[config.mk]
export PLATFORM = sky130hd
export DESIGN_NAME = corner_finder
export DESIGN_NICKNAME = d
export VERILOG_FILES = /design/src/rtl/corner_finder.sv
export SDC_FILE = /design/constraint.sdc
export NUM_CORES = 1
export LEC_CHECK = 0
export ABC_AREA = 0
export CORE_UTILIZATION = 60
export CTS_BUF_LIST = sky130_fd_sc_hd__clkbuf_8
export DETAILED_ROUTE_END_ITERATION = 10
export PLACE_DENSITY = 0.83
export SETUP_SLACK_MARGIN = 0.3
export SLEW_MARGIN = 20
export SYNTH_ARGS = -nofsm -noshare
export SYNTH_HDL_FRONTEND = slang
export SYNTH_SLANG_ARGS = --single-unit
[constraint.sdc]
create_clock -name clk -period 9.5 [get_ports clk]
set_input_delay 2.375 -clock clk [delete_from_list [all_inputs] [get_ports clk]]
set_output_delay 2.375 -clock clk [all_outputs]
set_load 0.02 [all_outputs]
[src/rtl/corner_finder.sv]
`default_nettype none
// corner_finder: tracks the TL/TR/BR/BL extreme marker pixels of each frame and
// publishes them when the frame holds at least MIN_HITS hits.  Rev 1.0
module corner_finder #(
   parameter int MIN_HITS = 4
) (
   input  logic        clk,
   input  logic        reset,
   input  logic        frame_start,
   input  logic        frame_end,
   input  logic        pixel_valid,
   input  logic        pixel_hit,
   input  logic [9:0]  x,
   input  logic [9:0]  y,
   output logic [79:0] corners,
   output logic        corners_valid,
   output logic        frame_miss,
   output logic        busy
);

   typedef enum logic [1:0] {
      IDLE    = 2'd0,
      SCAN    = 2'd1,
      PUBLISH = 2'd2
   } state_t;

   localparam logic [15:0] c_MIN_HITS = 16'(MIN_HITS);
   localparam logic [15:0] c_CNT_MAX  = 16'hFFFF;

   state_t      state_q, state_d;
   logic [15:0] hit_cnt_q, hit_cnt_d;
   logic [19:0] tl_q, tl_d;
   logic [19:0] tr_q, tr_d;
   logic [19:0] br_q, br_d;
   logic [19:0] bl_q, bl_d;
   logic [79:0] corners_q, corners_d;
   logic        corners_valid_q, corners_valid_d;
   logic        frame_miss_q, frame_miss_d;

   // Each accumulator stores the winning pixel {x,y}; its metric is recomputed.
   function automatic logic [10:0] sum_of(input logic [19:0] p);
      return {1'b0, p[19:10]} + {1'b0, p[9:0]};
   endfunction

   function automatic logic signed [10:0] diff_of(input logic [19:0] p);
      return $signed({1'b0, p[19:10]}) - $signed({1'b0, p[9:0]});
   endfunction

   logic [19:0]        w_pix;
   logic [10:0]        w_sum;
   logic signed [10:0] w_diff;
   logic               w_hit;
   logic               w_first;

   assign w_pix   = {x, y};
   assign w_sum   = sum_of(w_pix);
   assign w_diff  = diff_of(w_pix);
   assign w_hit   = pixel_valid & pixel_hit;
   assign w_first = (hit_cnt_q == 16'd0);

   always_comb begin
      state_d         = state_q;
      hit_cnt_d       = hit_cnt_q;
      tl_d            = tl_q;
      tr_d            = tr_q;
      br_d            = br_q;
      bl_d            = bl_q;
      corners_d       = corners_q;
      corners_valid_d = 1'b0;
      frame_miss_d    = 1'b0;

      case (state_q)
         IDLE: begin
            if (frame_start) begin
               hit_cnt_d = 16'd0;
               state_d   = SCAN;
            end
         end

         SCAN: begin
            if (w_hit) begin
               if (hit_cnt_q != c_CNT_MAX) begin
                  hit_cnt_d = hit_cnt_q + 16'd1;
               end
               // Strict comparisons keep the earliest pixel on ties.
               if (w_first || (w_sum < sum_of(tl_q)))   tl_d = w_pix;
               if (w_first || (w_sum > sum_of(br_q)))   br_d = w_pix;
               if (w_first || (w_diff > diff_of(tr_q))) tr_d = w_pix;
               if (w_first || (w_diff < diff_of(bl_q))) bl_d = w_pix;
            end
            if (frame_end) begin
               state_d = PUBLISH;
            end else if (frame_start) begin
               hit_cnt_d = 16'd0;
            end
         end

         PUBLISH: begin
            if (hit_cnt_q >= c_MIN_HITS) begin
               corners_d       = {tl_q, tr_q, br_q, bl_q};
               corners_valid_d = 1'b1;
            end else begin
               frame_miss_d = 1'b1;
            end
            if (frame_start) begin
               hit_cnt_d = 16'd0;
               state_d   = SCAN;
            end else begin
               state_d = IDLE;
            end
         end

         default: begin
            state_d = IDLE;
         end
      endcase
   end

   always_ff @(posedge clk or posedge reset) begin
      if (reset) begin
         state_q         <= IDLE;
         hit_cnt_q       <= 16'd0;
         tl_q            <= 20'd0;
         tr_q            <= 20'd0;
         br_q            <= 20'd0;
         bl_q            <= 20'd0;
         corners_q       <= 80'd0;
         corners_valid_q <= 1'b0;
         frame_miss_q    <= 1'b0;
      end else begin
         state_q         <= state_d;
         hit_cnt_q       <= hit_cnt_d;
         tl_q            <= tl_d;
         tr_q            <= tr_d;
         br_q            <= br_d;
         bl_q            <= bl_d;
         corners_q       <= corners_d;
         corners_valid_q <= corners_valid_d;
         frame_miss_q    <= frame_miss_d;
      end
   end

   assign corners       = corners_q;
   assign corners_valid = corners_valid_q;
   assign frame_miss    = frame_miss_q;
   assign busy          = (state_q != IDLE);

endmodule
`default_nettype wire
After elaboration in Yosys (flattened, before gate mapping)
Index checks and enable logic that the tools add are counted.
Cells by class
  add/subtract/negate cells: 7
  magnitude comparators: 5
  equality and inequality tests: 6
  mux-type cells: 14
  bitwise operators: 1
  reductions and logical operators: 16
Operators with widths (count)
  2-to-1 mux 16 bit: 5
  adder 10 x 10 -> 11 bit: 3
  subtractor 10 x 10 -> 11 bit: 3
  one-hot mux 16 bit (2 select lines): 1
  > comparator 11 bit: 2
  less-than comparator 11 bit: 2
  adder 16 x 1 -> 16 bit, second input constant: 1
  >= comparator 16 x 3 -> 1 bit, second input constant: 1
  logical NOT 16 bit: 1
  != test 16 bit, second input constant: 1
  AND reduction 3 bit: 4
  one-hot mux 2 bit (3 select lines): 1
  AND reduction 2 bit: 3
  2-to-1 mux 1 bit: 5
  logical OR 1 bit: 4
  2-to-1 mux 2 bit: 2
  != test 2 bit, second input constant: 2
  nonzero test 2 bit: 2
  == test 2 x 1 -> 1 bit, second input constant: 1
  == test 2 bit, second input constant: 1
  logical NOT 2 bit: 1
  != test 2 x 1 -> 1 bit, second input constant: 1
  OR reduction 2 bit: 1
  bitwise AND 1 bit: 1
Storage, ports and cells
  bits in registers: 180
  output and inout bits: 83
  word-level logic and storage cells: 58

Depth between registers and ports, before layout
Gate-level depths: netlist of run 1.
  depth in word-level cells: 6
  mapped depth: 20

Worst setup path after synthesis of run 1
OpenSTA, ideal clock, no wires.
  kind: input -> register
  start point: in y[0]
  end point: reg br_q[0]
  library setup time: 69 ps
  arrival: 5772 ps
  data required time: 9431 ps
  setup slack: 3659 ps
  cell stages on the path: 18
  cells stage by stage: ha_1 -> fa_1 -> a21oi_1 -> o21a_1 -> o21ba_2 -> o21a_1 -> o21bai_1 -> a21oi_1 -> xor2_1 -> ha_1 -> a21oi_1 -> nor2b_1 -> or3_1 -> a211oi_1 -> clkbuf_1 -> clkbuf_1 -> o211ai_1 -> nand3_1
On the way
  cells in the longest elaborated chain, start to end: 4
RTL lines
  start: declaration: line 14  | input logic [9:0] y,
  adder 10 x 10 -> 11 bit: line 42  | return {1'b0, p[19:10]} + {1'b0, p[9:0]};
  > comparator 11 bit: line 87  | if (w_first || (w_sum > sum_of(br_q))) br_d = w_pix;
  logical OR 1 bit: line 87
  AND reduction 3 bit (no line)
  end signal: assignment: line 135  | br_q <= br_d;
  end: declaration: line 34  | logic [19:0] br_q, br_d;
Several ways; a longest one is shown, not always the timed one.
A chain may end at the register's enable or synchronous reset.

Worst setup path in the final report of run 1
  start point: in y[1]
  end point: reg tr_q[4]
On the way
  cells in the longest elaborated chain, start to end: 4
RTL lines
  subtractor 10 x 10 -> 11 bit: line 46  | return $signed({1'b0, p[19:10]}) - $signed({1'b0, p[9:0]});
  > comparator 11 bit: line 88  | if (w_first || (w_diff > diff_of(tr_q))) tr_d = w_pix;
  logical OR 1 bit: line 88
  AND reduction 3 bit (no line)
  end signal: assignment: line 134  | tr_q <= tr_d;
  end: declaration: line 33  | logic [19:0] tr_q, tr_d;
Every way passes these cells.

==> results of run 1 <==
==> per-stage QoR <==
step	power, mW	hold slack, ns	utilization, %	instances	instance area [µm²]
floorplan	3.07	0.459	-	1261	11400
global placement	3.61	0.457	68.7	1541	12500
detailed placement	3.71	0.461	68.7	1541	12500
CTS	4.29	0.483	70.9	1572	13000
global route	4.69	0.509	70.9	1572	13000
finish	4.33	0.476	70.9	1572	13000
==> worst max-delay path, stage by stage <==
cell and delay [ns]:
clkdlybuf4s50_1 0.72, inv_1 0.17, ha_1 0.33, nor2b_1 0.15, o31a_4 0.30, o31ai_4 0.25, or2b_1 0.26, a21o_1 0.20
a21o_1 0.18, a21oi_1 0.18, xnor2_1 0.19, ha_1 0.31, and3_1 0.22, nand3_1 0.55, o211a_1 0.98, o211ai_2 0.20
==> cells in the mapped netlist (all sizes together) (4+ instances only) <==
library cell | count | area [µm²]
a21oi | 70 | 354
o21a | 15 | 113
nor2 | 54 | 203
a21o | 16 | 120
clkbuf | 55 | 206
o31ai | 5 | 51.3
o21ai | 80 | 400
xnor2 | 21 | 184
inv | 67 | 251
nor2b | 8 | 50.1
nor4 | 5 | 31.3
nor3 | 8 | 40.0
xor2 | 16 | 140
dfrtp | 180 | 4500
a211oi | 8 | 60.1
o21bai | 13 | 97.6
nand3 | 56 | 280
mux2 | 31 | 349
nand2 | 247 | 930
o2111ai | 21 | 184
ha | 98 | 1230
or3 | 23 | 144
and4 | 4 | 35.0
mux2i | 10 | 100
a31oi | 5 | 31.3
fa | 6 | 120
and3 | 8 | 50.1
nand2b | 14 | 87.6
buf | 13 | 82.6
o31a | 4 | 43.8
nand4 | 11 | 68.8
o211ai | 44 | 430
==> state kept, by name, indices dropped and copies added (netlist names) <==
register       flops
corners           80
br_q              20
tl_q              20
hit_cnt_q         16
tr_q              20
bl_q              20
corners_valid      1
state_q            2
frame_miss         1
==> cell usage in the layout (no fill, tap or decap), types with 4 or more instances in the layout <==
cell type and n:
a211oi_1 7, a21o_1 16, a21oi_1 69, a31oi_1 5, and3_1 8, and4_1 4
buf_4 11, clkbuf_8 20, clkdlybuf4s50_1 108, dfrtp_1 180, fa_1 6, ha_1 98
inv_1 70, mux2_1 14, mux2_2 17, mux2i_1 10, nand2_1 246, nand2b_1 14
nand3_1 56, nand4_1 11, nor2_1 54, nor2b_1 8, nor3_1 8, nor4_1 5
o2111ai_1 21, o211ai_1 24, o211ai_2 20, o21a_1 15, o21ai_0 66, o21ai_1 14
o21bai_1 13, or3_1 23, xnor2_1 21, xor2_1 16
==> final timing paths <==
| path | cells after the start | from | slack, ns | to |
|---|---|---|---|---|
| min in group asynchronous | 2 | reset | 2.47 | corners_valid |
| max in group asynchronous | 3 | reset | 5.51 | bl_q[0] |
| setup / recovery | 16 | y[1] | 2.26 | tr_q[4] |
| setup reg to reg | 15 | tr_q[1] | 4.58 | tr_q[4] |
| hold reg to reg | 2 | corners[30] | 0.48 | corners[30] |
| hold / removal | 2 | corners[30] | 0.48 | corners[30] |
==> cells by family after synthesis <==
kind of cell / Yosys count
and+or+nand+nor: 454
AOI/OAI and AO/OA: 306
DFF: 180
buffers and inverters: 136
adders and majority gates: 107
muxes: 41
xor gates and xnor gates: 37
==> area by class of cell <==
type	instances	area (µm²)	area share, %
clock inverter	11	136	1.05
timing repair buffer	119	1160	8.98
sequential	180	4500	34.8
multi-input combinational	945	6330	48.9
clock buffer	20	275	2.12
tap	229	287	2.21
inverter	68	260	2.01
==> power by group <==
| group | total, mW | internal [mW] | switching (mW) |
|---|---|---|---|
| Clock | 0.563 | 0.277 | 0.286 |
| Sequential | 1.14 | 0.942 | 0.200 |
| Combinational | 2.63 | 1.07 | 1.56 |
==> per-layer routing <==
| layer | share of wire, % | track usage [%] | vias to the layer above |
|---|---|---|---|
| met4 | 3.4 | 14.2 | 0 |
| li1 | - | - | 4585 |
| met2 | 45 | 48.7 | 397 |
| met1 | 43 | 42.6 | 4694 |
| met3 | 8.3 | 7.98 | 77 |
| met5 | 0 | 0 | - |
==> impl_metrics.py, run 1 <==
metrics = {
    "route": {
        "ant_nets": 0,
        "num_vias": 9753,
        "vias_per_cell": 6.20,
        "wl_um": 30000,
        "dr.pass1.iters": 5,
        "wl_per_cell_um": 19.1,
        "drc": 0,
        "drt_iter0_drc": 832,
    },
    "synth": {
        "synth_compound_gate_area_share_pct": 18.6,
        "synth-edff-count": 0,
        "netlist_area_um2": 11400,
        "synth_ff_type": "dfrtp_1",
        "synth_mux_area_share_pct": 3.96,
        "yosysSeqAreaShare_pct": 39.7,
        "ys.warnings.count": 0,
        "yosys.area_share.simple_pct": 18.0,
        "netlist_instances": 1261,
        "yosys.cell_types.count": 68,
        "ys_ff_latch": 180,
        "synthXorXnorAreaFrac_pct": 2.85,
        "async_reset_ff_share_pct": 100,
        "synthAdderAreaFrac_pct": 12.2,
        "synth_area_per_cell_um2": 9.00,
        "syn_nets": 1391,
        "synth_top_family_by_area": "compound AO/OA/AOI/OAI gates",
    },
    "worst_setup_path": {
        "critPathLaunchType": "primary input",
        "end_kind": "flip-flop",
        "crit_type": "primary input to flip-flop",
        "arrival_ns": 7.56,
        "critPathRequiredTime_ns": 9.82,
        "crit_path_max_fanout": 21,
    },
    "timing": {
        "finalHoldViolCount": 0,
        "max-slew-margin-rel_pct": 23.3,
        "fin_crit_ns": 7.24,
        "worst_pin_slew_ns": 1.15,
        "fmax_ghz": 0.138,
        "rsz0062_at_grt": "false",
        "finalSetupViolations": 0,
        "min_period_over_period_pct": 76.2,
        "tns_ns": 0,
        "setup_slack_ns": 2.26,
        "clock_skew_ns": 0.0147,
        "drv_slew": 0,
    },
    "global_route": {
        "grt.total_usage_pct": 31.7,
        "overflow": 0,
        "grt_pass1_wl_um": 48200,
        "antenna_found_initial": 0,
        "grt_pass1_vias": 9252,
        "grt_max_degree": 107,
    },
    "clock_network": {
        "cts.clk_slew.worst_paths_ns": 0.09,
        "cts_tree": "yes",
        "h-tree-depth": 4,
        "root_buffer": "clkbuf_8",
        "clkLatencyLatePin_ns": 0.49,
        "post_cts_resized": 0,
        "cts_inserted_buffers": 17,
        "cts_hold_buf": 0,
        "cts_sinks": 180,
        "cts_setup_buffers": 0,
        "clk_path_buf_depth": 2,
    },
    "status": {
        "status": "complete, no violations",
    },
    "placement": {
        "portBuffers": 108,
        "pre_cts_ws_ns": 1.89,
        "gp_congestion": 0.966,
        "hpwl_um": 20900,
    },
    "run": {
        "drv_cap": 0,
    },
    "floorplan": {
        "fp.dieW_um": 140,
        "fp-row-count": 49,
        "initial_core_util_pct": 62.1,
        "die-area_um2": 19500,
        "fp.dieH_um": 140,
        "pin_count": 109,
        "fp.coreArea_um2": 18300,
    },
    "pwr": {
        "ir_drop_mv": 0.294,
        "p_leak_nw": 6.13,
        "power.density_nw_per_um2": 334,
    },
    "cells_and_area": {
        "diodes": 0,
        "drive_gt1_share_pct": 6.63,
        "fillCellCount": 1411,
        "nets": 1461,
        "area_delta_synth_final_pct": 14.1,
    },
    "worst_hold_path": {
        "hp-class": "flip-flop to flip-flop",
    },
}
No activity file was read; power rests on OpenSTA's default activity.
==> run 2: changes to the inputs <==
==> constraint.sdc (replaced) <==
create_clock -name clk -period 7.45 [get_ports clk]
set_input_delay 1.8625 -clock clk [delete_from_list [all_inputs] [get_ports clk]]
set_output_delay 1.8625 -clock clk [all_outputs]
set_load 0.02 [all_outputs]
==> impl_metrics.py, run 2 (synthesis gave the netlist of run 1 again) <==
metrics = {
    "worst_setup_path": {
        "startpoint": "x[1]",
        "r2r_start": "tr_q[10]",
        "critPathRequiredTime_ns": 7.79,
        "crit_type": "primary input to flip-flop",
        "worstRegToRegCells": 15,
        "end_kind": "flip-flop",
        "crit_path_max_fanout": 20,
        "arrival_ns": 6.47,
        "critPathLaunchType": "primary input",
    },
    "floorplan": {
        "fp.dieH_um": 140,
        "die-area_um2": 19500,
        "fp.coreArea_um2": 18300,
        "fp-row-count": 49,
        "fp.dieW_um": 140,
        "initial_core_util_pct": 62.1,
        "pin_count": 109,
    },
    "timing": {
        "max-slew-margin-rel_pct": 29.9,
        "tns_ns": 0,
        "min_period_over_period_pct": 82.2,
        "fin_crit_ns": 6.13,
        "finalSetupViolations": 0,
        "fmax_ghz": 0.163,
        "worst_pin_slew_ns": 1.05,
        "drv_slew": 0,
        "finalHoldViolCount": 0,
        "clock_skew_ns": 0.0186,
        "rsz0062_at_grt": "false",
    },
    "clock_network": {
        "post_cts_resized": 0,
        "root_buffer": "clkbuf_8",
        "cts.clk_slew.worst_paths_ns": 0.10,
        "cts_inserted_buffers": 17,
        "clkLatencyLatePin_ns": 0.49,
        "cts_tree": "yes",
        "cts_sinks": 180,
        "h-tree-depth": 4,
        "cts_hold_buf": 0,
        "cts_setup_buffers": 0,
        "clk_path_buf_depth": 2,
    },
    "route": {
        "num_vias": 9797,
        "dr.pass1.iters": 6,
        "wl_um": 30000,
        "ant_nets": 0,
        "wl_per_cell_um": 19.0,
        "drt_iter0_drc": 813,
        "drc": 0,
        "vias_per_cell": 6.19,
    },
    "cells_and_area": {
        "most-common-layout-cells": "nand2_1, dfrtp_1, clkdlybuf4s50_1",
        "largest_reg_flops": 80,
        "area_delta_synth_final_pct": 14.6,
        "fillCellCount": 1448,
        "layout_commonest_cell": "nand2_1",
        "diodes": 0,
        "drive_gt1_share_pct": 7.61,
        "finish.utilization_pct": 71.2,
        "nets": 1471,
    },
    "worst_hold_path": {
        "holdPathStages": 2,
        "hp-start": "corners[22]",
        "hp-class": "flip-flop to flip-flop",
    },
    "global_route": {
        "grt.total_usage_pct": 31.9,
        "grt_max_degree": 101,
        "antenna_found_initial": 0,
        "grt_pass1_wl_um": 48400,
        "overflow": 0,
        "grt_pass1_vias": 9534,
    },
    "placement": {
        "portBuffers": 108,
        "gp_congestion": 0.989,
        "hpwl_um": 21300,
    },
    "pwr": {
        "power.density_nw_per_um2": 423,
        "ir_drop_mv": 0.361,
        "p_leak_nw": 6.17,
    },
    "run": {
        "drv_cap": 0,
    },
    "status": {
        "status": "complete, no violations",
    },
}
## run 2: cell count changes in the layout (fill, tap and decap cells not counted), sizes merged
cell / before / now
inv: 72 / 77
buf: 11 / 21
bufinv: 3 / 1
clkbuf: 20 / 17
clkinv: 1 / 4
clkinvlp: 3 / 1
## run 2: worst paths after layout
kind | end | slack [ns]
worst max-delay path | tr_q[6] | 1.32
worst min-delay path | corners[22] | 0.48
worst max register to register | tr_q[6] | 2.96
worst min register to register | corners[22] | 0.48
max in group asynchronous | tr_q[0] | 4.43
min in group asynchronous | corners[7] | 1.84
## run 2: critical path, stage by stage
cell and delay [ns]:
clkdlybuf4s50_1 0.80, ha_1 0.34, nor2b_1 0.16, o31a_4 0.30, o31ai_4 0.25, or2b_1 0.26
a21o_1 0.19, a21o_1 0.17, a21oi_1 0.16, xnor2_1 0.20, ha_1 0.32, inv_1 0.06
a2111oi_0 0.05, a31oi_1 0.27, o211a_1 0.88, o211ai_2 0.18
## run 2: per-layer routing
metal	GRT usage [%]	share of wire, %	vias up
li1	-	-	4604
met1	42.3	43	4686
met2	50.6	46	416
met3	5.23	7.3	91
met4	16.3	4.3	0
met5	0	0	-
## run 2: area by class of cell
type                            count  area (µm²)  area share, %
Multi-Input combinational cell    945        6330           48.6
Sequential cell                   180        4500           34.6
Timing Repair Buffer              129        1240           9.52
Tap cell                          229         287           2.20
Inverter                           68         260           2.00
Clock buffer                       17         234           1.80
Clock inverter                     15         159           1.22
## run 2: report_power, final
group,internal [mW],leakage (nW),switching [mW],total (mW)
clock,0.279,0.201,0.405,0.684
combinational,1.38,3.63,2.00,3.39
sequential,1.20,2.34,0.237,1.44
total,2.86,6.17,2.65,5.51
## run 2: metrics by stage
step	power, mW	hold WS [ns]	worst slack, ns	area, µm²	cells
3_5_place_dp	4.75	0.462	0.896	12600	1551
3_3_place_gp	4.61	0.456	1.03	12600	1551
2_1_floorplan	3.92	0.459	0.701	11400	1261
5_1_grt	5.95	0.502	1.11	13000	1583
6_report	5.51	0.481	1.32	13000	1583
4_1_cts	5.46	0.486	1.40	13000	1583
